## src/rtl/rotator_iq_pkg.sv

```systemverilog
// rtl/rotator_iq_pkg.sv - shared width, rounding and saturation helpers for the I/Q rotator
package rotator_iq_pkg;

    localparam int DEF_DATA_WIDTH = 8;
    localparam int DEF_WAVE_WIDTH = 8;

    // Full-precision product of one data sample and one Q1.(ww-1) wave sample.
    function automatic int prod_width(input int dw, input int ww);
        return dw + ww;
    endfunction

    // One extra bit so the sum or difference of two products never wraps.
    function automatic int sum_width(input int dw, input int ww);
        return dw + ww + 1;
    endfunction

    // Half an output LSB once the Q1.(ww-1) scaling is shifted out.
    function automatic int round_offset(input int ww);
        return 1 << (ww - 2);
    endfunction

    function automatic int sat_max(input int dw);
        return (1 << (dw - 1)) - 1;
    endfunction

    function automatic int sat_min(input int dw);
        return -(1 << (dw - 1));
    endfunction

endpackage

```

## src/rtl/rotator_round_sat.sv

```systemverilog
// rtl/rotator_round_sat.sv - round-half-up, rescale and saturate a wide rotator sum
module rotator_round_sat
    import rotator_iq_pkg::*;
#(
    parameter int DATA_WIDTH = DEF_DATA_WIDTH,
    parameter int WAVE_WIDTH = DEF_WAVE_WIDTH,
    parameter int SUM_WIDTH  = sum_width(DATA_WIDTH, WAVE_WIDTH)
) (
    input  logic signed [SUM_WIDTH-1:0]  sum,
    output logic signed [DATA_WIDTH-1:0] data,
    output logic                         clamp
);

    // One guard bit above the sum keeps the rounding add safe for any parameter choice.
    localparam int RND_W = SUM_WIDTH + 1;
    localparam logic signed [RND_W-1:0] ROUND_OFS = RND_W'(round_offset(WAVE_WIDTH));
    localparam logic signed [RND_W-1:0] SAT_HI    = RND_W'(sat_max(DATA_WIDTH));
    localparam logic signed [RND_W-1:0] SAT_LO    = RND_W'(sat_min(DATA_WIDTH));

    logic signed [RND_W-1:0] rounded;
    logic signed [RND_W-1:0] shifted;

    always_comb begin
        rounded = RND_W'(sum) + ROUND_OFS;
        shifted = rounded >>> (WAVE_WIDTH - 1);
        data    = shifted[DATA_WIDTH-1:0];
        clamp   = 1'b0;
        if (shifted > SAT_HI) begin
            data  = SAT_HI[DATA_WIDTH-1:0];
            clamp = 1'b1;
        end else if (shifted < SAT_LO) begin
            data  = SAT_LO[DATA_WIDTH-1:0];
            clamp = 1'b1;
        end
    end

endmodule

```

## src/rtl/rotator_iq.sv

```systemverilog
// rtl/rotator_iq.sv - 3-stage complex rotator / de-rotator with sticky saturation flag
module rotator_iq
    import rotator_iq_pkg::*;
#(
    parameter int DATA_WIDTH = DEF_DATA_WIDTH,
    parameter int WAVE_WIDTH = DEF_WAVE_WIDTH
) (
    input  logic                         clock,
    input  logic                         i_reset,
    input  logic                         i_enable,
    input  logic                         i_valid,
    input  logic signed [DATA_WIDTH-1:0] i_dataI,
    input  logic signed [DATA_WIDTH-1:0] i_dataQ,
    input  logic signed [WAVE_WIDTH-1:0] i_dataSin,
    input  logic signed [WAVE_WIDTH-1:0] i_dataCos,
    input  logic                         i_conj,
    input  logic                         i_clrSat,
    output logic                         o_valid,
    output logic signed [DATA_WIDTH-1:0] o_dataI,
    output logic signed [DATA_WIDTH-1:0] o_dataQ,
    output logic                         o_sat
);

    localparam int PROD_W = prod_width(DATA_WIDTH, WAVE_WIDTH);
    localparam int SUM_W  = sum_width(DATA_WIDTH, WAVE_WIDTH);

    logic                         s1_valid;
    logic                         s1_conj;
    logic signed [DATA_WIDTH-1:0] s1_i;
    logic signed [DATA_WIDTH-1:0] s1_q;
    logic signed [WAVE_WIDTH-1:0] s1_sin;
    logic signed [WAVE_WIDTH-1:0] s1_cos;

    always_ff @(posedge clock or posedge i_reset) begin
        if (i_reset) begin
            s1_valid <= 1'b0;
            s1_conj  <= 1'b0;
            s1_i     <= '0;
            s1_q     <= '0;
            s1_sin   <= '0;
            s1_cos   <= '0;
        end else if (i_enable) begin
            s1_valid <= i_valid;
            s1_conj  <= i_conj;
            s1_i     <= i_dataI;
            s1_q     <= i_dataQ;
            s1_sin   <= i_dataSin;
            s1_cos   <= i_dataCos;
        end
    end

    logic signed [PROD_W-1:0] p_icos;
    logic signed [PROD_W-1:0] p_qsin;
    logic signed [PROD_W-1:0] p_isin;
    logic signed [PROD_W-1:0] p_qcos;

    // Operands are sign-extended to product width first so -128 * -128 stays exact.
    always_comb begin
        p_icos = PROD_W'(s1_i) * PROD_W'(s1_cos);
        p_qsin = PROD_W'(s1_q) * PROD_W'(s1_sin);
        p_isin = PROD_W'(s1_i) * PROD_W'(s1_sin);
        p_qcos = PROD_W'(s1_q) * PROD_W'(s1_cos);
    end

    logic                     s2_valid;
    logic                     s2_conj;
    logic signed [PROD_W-1:0] s2_icos;
    logic signed [PROD_W-1:0] s2_qsin;
    logic signed [PROD_W-1:0] s2_isin;
    logic signed [PROD_W-1:0] s2_qcos;

    always_ff @(posedge clock or posedge i_reset) begin
        if (i_reset) begin
            s2_valid <= 1'b0;
            s2_conj  <= 1'b0;
            s2_icos  <= '0;
            s2_qsin  <= '0;
            s2_isin  <= '0;
            s2_qcos  <= '0;
        end else if (i_enable) begin
            s2_valid <= s1_valid;
            s2_conj  <= s1_conj;
            s2_icos  <= p_icos;
            s2_qsin  <= p_qsin;
            s2_isin  <= p_isin;
            s2_qcos  <= p_qcos;
        end
    end

    logic signed [SUM_W-1:0] e_icos;
    logic signed [SUM_W-1:0] e_qsin;
    logic signed [SUM_W-1:0] e_isin;
    logic signed [SUM_W-1:0] e_qcos;
    logic signed [SUM_W-1:0] sum_i;
    logic signed [SUM_W-1:0] sum_q;

    // Conjugation negates sin here, at sum width, where -(-128 * x) cannot overflow.
    always_comb begin
        e_icos = SUM_W'(s2_icos);
        e_qsin = SUM_W'(s2_qsin);
        e_isin = SUM_W'(s2_isin);
        e_qcos = SUM_W'(s2_qcos);
        if (s2_conj) begin
            sum_i = e_icos + e_qsin;
            sum_q = e_qcos - e_isin;
        end else begin
            sum_i = e_icos - e_qsin;
            sum_q = e_isin + e_qcos;
        end
    end

    logic signed [DATA_WIDTH-1:0] rs_i;
    logic signed [DATA_WIDTH-1:0] rs_q;
    logic                         clamp_i;
    logic                         clamp_q;

    rotator_round_sat #(
        .DATA_WIDTH (DATA_WIDTH),
        .WAVE_WIDTH (WAVE_WIDTH),
        .SUM_WIDTH  (SUM_W)
    ) u_round_i (
        .sum   (sum_i),
        .data  (rs_i),
        .clamp (clamp_i)
    );

    rotator_round_sat #(
        .DATA_WIDTH (DATA_WIDTH),
        .WAVE_WIDTH (WAVE_WIDTH),
        .SUM_WIDTH  (SUM_W)
    ) u_round_q (
        .sum   (sum_q),
        .data  (rs_q),
        .clamp (clamp_q)
    );

    always_ff @(posedge clock or posedge i_reset) begin
        if (i_reset) begin
            o_valid <= 1'b0;
            o_dataI <= '0;
            o_dataQ <= '0;
        end else if (i_enable) begin
            o_valid <= s2_valid;
            o_dataI <= rs_i;
            o_dataQ <= rs_q;
        end
    end

    // Flag rises together with the clamped sample; a same-cycle clear loses to it.
    logic sat_set;

    always_comb begin
        sat_set = i_enable && s2_valid && (clamp_i || clamp_q);
    end

    always_ff @(posedge clock or posedge i_reset) begin
        if (i_reset) begin
            o_sat <= 1'b0;
        end else if (sat_set) begin
            o_sat <= 1'b1;
        end else if (i_clrSat) begin
            o_sat <= 1'b0;
        end
    end

endmodule

```

## config.mk

```make
export PLATFORM = sky130hd
export DESIGN_NAME = rotator_iq
export DESIGN_NICKNAME = d
export VERILOG_FILES = /design/src/rtl/rotator_iq_pkg.sv /design/src/rtl/rotator_round_sat.sv /design/src/rtl/rotator_iq.sv
export SDC_FILE = /design/constraint.sdc
export NUM_CORES = 1
export LEC_CHECK = 0
export BUFFER_PORTS_ARGS = -buffer_cell sky130_fd_sc_hd__buf_2
export CORE_UTILIZATION = 50
export CTS_BUF_LIST = sky130_fd_sc_hd__clkbuf_8
export CTS_CLUSTER_SIZE = 24
export DETAILED_ROUTE_END_ITERATION = 16
export PLACE_DENSITY = 0.66
export SETUP_SLACK_MARGIN = 0.1
export SYNTH_ARGS = -nofsm -noshare
export SYNTH_HDL_FRONTEND = slang
export SYNTH_SLANG_ARGS = --single-unit
```

## constraint.sdc

```tcl
create_clock -name clock -period 6.4 [get_ports clock]
set_input_delay 1.28 -clock clock [delete_from_list [all_inputs] [get_ports clock]]
set_output_delay 1.28 -clock clock [all_outputs]
set_load 0.03 [all_outputs]
```

==> results of run 1 <==
[per-layer routing]
| metal | wire, um | up-vias | track usage, % | share of wire (%) |
|---|---|---|---|---|
| li1 | - | 5765 | - | - |
| met2 | 17300 | 257 | 39.5 | 46 |
| met4 | 603 | 0 | 5.88 | 1.6 |
| met5 | 0 | - | 0 | 0 |
| met1 | 17900 | 6062 | 33.7 | 48 |
| met3 | 1440 | 34 | 3.17 | 3.9 |
[stage by stage]
step / setup slack (ps) / instances / util, % / cell area (um2)
floorplan: 1780 / 1767 / - / 16700
global placement: 1280 / 2212 / 53.1 / 17400
detailed placement: 1140 / 2212 / 53.1 / 17400
CTS: 1110 / 2243 / 54.4 / 17800
global route: 680 / 2243 / 54.4 / 17800
finish: 1120 / 2243 / 54.4 / 17800
[cell families after synthesis]
family	count (synthesis)	share of synthesized area [%]
AND/OR/NAND/NOR	492	15.5
adder cells (fa/ha/maj)	371	37.6
buffers and inverters	352	7.98
AO/OA/AOI/OAI	256	10.9
flip-flops	118	17.6
XOR/XNOR	108	5.74
multiplexers	70	4.70
[critical path, stage by stage (launching register included)]
cell	delay (ps)
dfrtp_1	630
clkinv_1	430
fa_1	630
inv_1	50
fa_1	480
fa_1	540
inv_1	50
fa_1	470
inv_1	40
ha_1	310
o21ai_0	130
a21oi_1	120
o21ai_0	210
a21oi_1	120
o21ai_0	250
a21boi_0	180
o21a_1	210
o21a_1	160
o31ai_1	200
[cell type report]
type / instances / share of cell area, %
tap: 442 / 3.10
sequential: 118 / 16.6
inverter: 291 / 6.14
clock inverter: 14 / 1.12
clock buffer: 17 / 1.31
multi-input combinational: 1297 / 69.8
timing repair buffer: 64 / 1.94
[state kept, by name, indices dropped and copies added (netlist names)]
register  flops
s1_conj       1
o_sat         1
s1_valid      1
s1_sin        8
s2_qcos      16
s1_i          8
s1_q          8
o_dataI       8
o_dataQ       8
s2_conj       1
s2_valid      1
o_valid       1
s2_isin      16
s2_icos      16
s1_cos        8
s2_qsin      16
[layout by cell type, fill, tap and decap left out, drive strengths merged, types with 16 or more instances in the layout]
cell type / n
inv: 293
xnor2: 83
dfrtp: 118
buf: 64
ha: 151
o21a: 28
clkbuf: 17
mux2: 69
a21o: 17
a21oi: 60
fa: 220
nor3: 39
o21ai: 58
nand2: 126
xor2: 25
o211ai: 16
nor2: 68
and2: 158
nand2b: 27
[final timing paths]
check,start,end,slack (ps),cells past startpoint
worst max-delay path,s1_sin[7],s2_qsin[14],1120,18
worst min-delay path,o_dataQ[6],o_dataQ[6],470,1
worst max register to register,s1_sin[7],s2_qsin[14],1120,18
worst min register to register,o_dataQ[6],o_dataQ[6],470,1
max in group asynchronous,i_reset,s2_qsin[12],4160,3
min in group asynchronous,i_reset,o_dataQ[1],990,2
[cells in the mapped netlist (13+ instances only)]
cell / number / area [um2]
xor2_1: 23 / 201
o21ai_0: 54 / 270
nand2_1: 125 / 469
dfrtp_1: 118 / 2950
a21oi_1: 58 / 290
and3_1: 14 / 87.6
clkbuf_1: 54 / 203
mux2_2: 69 / 777
fa_1: 220 / 4400
a21o_1: 17 / 128
nor2_1: 68 / 255
nand2b_1: 27 / 169
xnor2_1: 83 / 727
o21a_1: 27 / 203
nor3_1: 38 / 190
and2_1: 157 / 982
nand3_1: 13 / 65.1
ha_1: 151 / 1890
o211ai_1: 14 / 105
inv_1: 289 / 1080
==> results.yml, run 1 <==
logic_synthesis:
  ys_warn_count: 0
  syn_nets: 2176
  synthesis.area_um2: 16700
  avgSynthCellArea_um2: 9.48
  ys.flop_type: "dfrtp_1"
  ys_types: 84
  ys_ff_latch: 118
  synthCells: 1767
  synth.yosys.seq_area_share_pct: 17.6
  async_reset_ff_share_pct: 100
  synth_edf_count: 0
clock_network:
  postCtsHoldBufs: 0
  cts_repair_resize_count: 0
  cts.sinks: 118
  path_clk_slew_ps: 80
  cts_tree: "yes"
  insertion_delay_ps: 480
  root_buffer: "clkbuf_8"
  clockBufferDepth: 2
  post_cts_buffers: 0
  cts_buffers: 17
  htree_levels: 4
sta:
  rsz0062_at_grt: "false"
  worst_pin_slew_ps: 883
  slew_headroom_pct: 41.1
  period_needed_ps: 5280
  hold_ws_ps: 473
  fmaxAchievable_ghz: 0.189
  tns_ps: 0
  setup-violations-final: 0
  period_share_pct: 82.6
  finalClockSkew_ps: 13.2
  hold_viol_final: 0
  drv_slew: 0
detailed_routing:
  via_count: 12118
  via_per_inst: 5.40
  first_iter_violations: 646
  totalWireLength_um: 37200
  firstDrtPassIters: 5
  ant_nets: 0
  routedWlPerCell_um: 16.6
  drc: 0
finish:
  multi_input_area_um2: 12500
  synthToLayoutAreaGrowth_pct: 6.52
  seqCellArea_um2: 2950
  nFillCells: 3079
  layout-drive-gt1-share_pct: 10.9
  final_nets: 2198
  antenna_cells: 0
die:
  die_h_um: 185
  core_um2: 32800
  std_cell_rows: 66
  io_pins: 56
  die-area_um2: 34200
  initial_core_util_pct: 51.1
  die_x_um: 185
global_routing:
  antenna_found_initial: 0
  grt_max_degree: 74
  grt_pass1_vias: 12669
  grt_usage_pct: 24.1
  gr-total-overflow: 0
  grt_first_pass_wirelength_um: 64200
place:
  gp_congestion: 0.889
  port_buffers: 55
  dp.final_hpwl_um: 29200
critical_path:
  crit_path_max_fanout: 11
  arrival_ps: 5670
  worstSetupPathType: "flip-flop to flip-flop"
  cp-start-kind: "flip-flop"
  cp_data_required_time_ps: 6790
  crit_path_end_kind: "flip-flop"
outcome:
  outcome: "completed"
flow_run:
  cap_violations: 0
min_path:
  hold_path_class: "flip-flop to flip-flop"
Power of run 1 is left out: the tool's default activity adds up to more than one toggle a clock period on the data nets, which glitch-free logic cannot reach.
==> run 2, diff against run 1 <==
--- a/config.mk
+++ b/config.mk
@@ -10,7 +10,7 @@
 export CTS_BUF_LIST = sky130_fd_sc_hd__clkbuf_8
 export CTS_CLUSTER_SIZE = 24
 export DETAILED_ROUTE_END_ITERATION = 16
-export PLACE_DENSITY = 0.66
+export PLACE_DENSITY = 0.69
 export SETUP_SLACK_MARGIN = 0.1
 export SYNTH_ARGS = -nofsm -noshare
 export SYNTH_HDL_FRONTEND = slang
==> constraint.sdc (replaced) <==
create_clock -name clock -period 4.5 [get_ports clock]
set_input_delay 0.9 -clock clock [delete_from_list [all_inputs] [get_ports clock]]
set_output_delay 0.9 -clock clock [all_outputs]
set_load 0.03 [all_outputs]
==> run 2 against run 1 <==
Die area did not move. Largest cell class unchanged. Critical path depth rose by 1. Clock skew rose by 7.3 ps. Utilization rose by 8.3 points. The flow now finishes with violations (setup timing). Via count rose by 10%. First-iteration DRC count rose by 43%. Global-route usage rose by 0.70 points. Sequential cell count did not move. Worst hold slack barely moved. Final area rose by 15%. Highest routed layer unchanged.
==> results.yml, run 2 (same netlist as run 1, synthesis figures left out) <==
outcome:
  outcome: "complete, but fails checks"
  violations: "setup timing"
sta:
  period_needed_ps: 4540
  hold_viol_final: 0
  slew_headroom_pct: 19.1
  setup-violations-final: 1
  rsz0062_at_grt: "true"
  worst_pin_slew_ps: 1210
  fin_ws_ps: -42.6
  finalClockSkew_ps: 20.5
  drv_slew: 0
  period_share_pct: 101
  fmaxAchievable_ghz: 0.220
global_routing:
  grt_usage_pct: 24.8
  gr-total-overflow: 0
  antenna_found_initial: 0
  gr-usage-met3_pct: 4.15
  grt.busiest_layer: "met2"
  grt_use_met2_pct: 41.0
  grt_pass1_vias: 13578
  grt_max_degree: 71
  grt_first_pass_wirelength_um: 66500
  use_met1_pct: 34.1
finish:
  multi_input_area_um2: 13300
  synthToLayoutAreaGrowth_pct: 22.8
  nFillCells: 2613
  antenna_cells: 0
  final_nets: 2421
  layout-drive-gt1-share_pct: 31.3
  seqCellArea_um2: 2990
  final_common_cell: "inv_1"
  fin_area_um2: 20600
  final_cell_mix: "258 x inv_1, 206 x fa_1, 192 x buf_4"
detailed_routing:
  via_per_inst: 5.42
  drc: 0
  via_count: 13367
  first_iter_violations: 923
  firstDrtPassIters: 5
  routedWlPerCell_um: 16.7
  totalWireLength_um: 41300
  ant_nets: 0
critical_path:
  reg2reg_depth: 19
  reg2reg_from: "s1_sin[4]"
  crit_path_end_kind: "flip-flop"
  max_stage_delay_ps: 540
  cp_num_buf_inv: 4
  crit_slowest_cell: "fa_2"
  worstSetupPathType: "flip-flop to flip-flop"
  crit_path_max_fanout: 4
  crit_family: "adder cells"
  ff2ff_setup_slack_ps: -40
  r2r-end: "s2_qsin[14]"
  arrival_ps: 4930
  cp-start-kind: "flip-flop"
  cp_data_required_time_ps: 4890
  cp_cell_sequence: "buf_12 > buf_4 > and2_1 > fa_2 > fa_1 > fa_1 > inv_1 > fa_1 > inv_1 > ha_4 > o21ai_2 > a21oi_4 > o21ai_2 > a21oi_2 > o21ai_2 > a21boi_2 > o21a_1 > o21a_1 > o31ai_1"
clock_network:
  htree_levels: 4
  cts_tree: "yes"
  root_buffer: "clkbuf_8"
  cts_buffers: 17
  insertion_delay_ps: 480
  cts.sinks: 118
  path_clk_slew_ps: 100
  clockBufferDepth: 2
flow_run:
  cap_violations: 0
die:
  die_x_um: 185
  die_h_um: 185
  std_cell_rows: 66
  core_um2: 32800
  die-area_um2: 34200
  initial_core_util_pct: 51.1
  io_pins: 56
min_path:
  hold_path_class: "flip-flop to flip-flop"
  hold_depth: 1
  min_from: "o_dataQ[2]"
  hold_end: "o_dataQ[2]"
place:
  dp.final_hpwl_um: 30000
  dpl_cell_area_um2: 18600
  place_ws_ps: -224
  port_buffers: 55
  gp_congestion: 0.877
-- run 2: cell count changes in the layout (fill, tap and decap cells not counted), sizes merged --
| cell | change |
|---|---|
| inv | -1 |
| bufinv | -4 |
| buf | +223 |
| clkinv | +5 |
| clkbuf | +1 |
-- run 2: layout make-up --
type | count | area share (%)
clock inverters | 14 | 0.505
repair buffers | 287 | 11.0
flip-flops and latches | 118 | 14.5
inverters | 291 | 5.34
well taps | 442 | 2.69
multi-input cells | 1297 | 64.7
clock buffers | 18 | 1.20
-- run 2: repair_timing --
| item | 4_1_cts | 5_1_grt |
|---|---|---|
| endpoints found under the hold margin | 0 | 0 |
| endpoints found under the setup margin | 27 | 40 |
| setup buffers | 65 | 33 |
| gates resized for setup | 126 | 145 |
| pin swaps | 105 | 87 |
| hold buffers | 0 | 0 |
-- run 2: how the worst max path moves through the flow --
stage | start | end | slack [ps] | cells past startpoint
2_1_floorplan | s1_i[5] | s2_isin[15] | 70 | 18
3_3_place_gp | s1_sin[2] | s2_isin[14] | -120 | 16
3_5_place_dp | s1_sin[2] | s2_isin[15] | -220 | 16
4_1_cts | s1_q[3] | s2_qcos[14] | -20 | 19
5_1_grt | s1_q[3] | s2_qsin[14] | -190 | 19
6_report | s1_sin[4] | s2_qsin[14] | -40 | 19
-- run 2: routing by layer --
metal  up-vias  wire length, um
met1      6767            18100
met4         0              739
met5         -                0
met2       325            20100
met3        59             2270
li1       6216                -
-- run 2: through the flow --
stage	setup TNS, ps	instances	hold slack (ps)	util (%)
finish	-42.6	2467	473	62.7
floorplan	0	1767	458	-
CTS	-48.0	2442	481	60.4
global route	-1420	2467	491	62.7
detailed placement	-2180	2346	464	56.6
global placement	-568	2346	458	56.6
Power of run 2 is left out for the same reason.
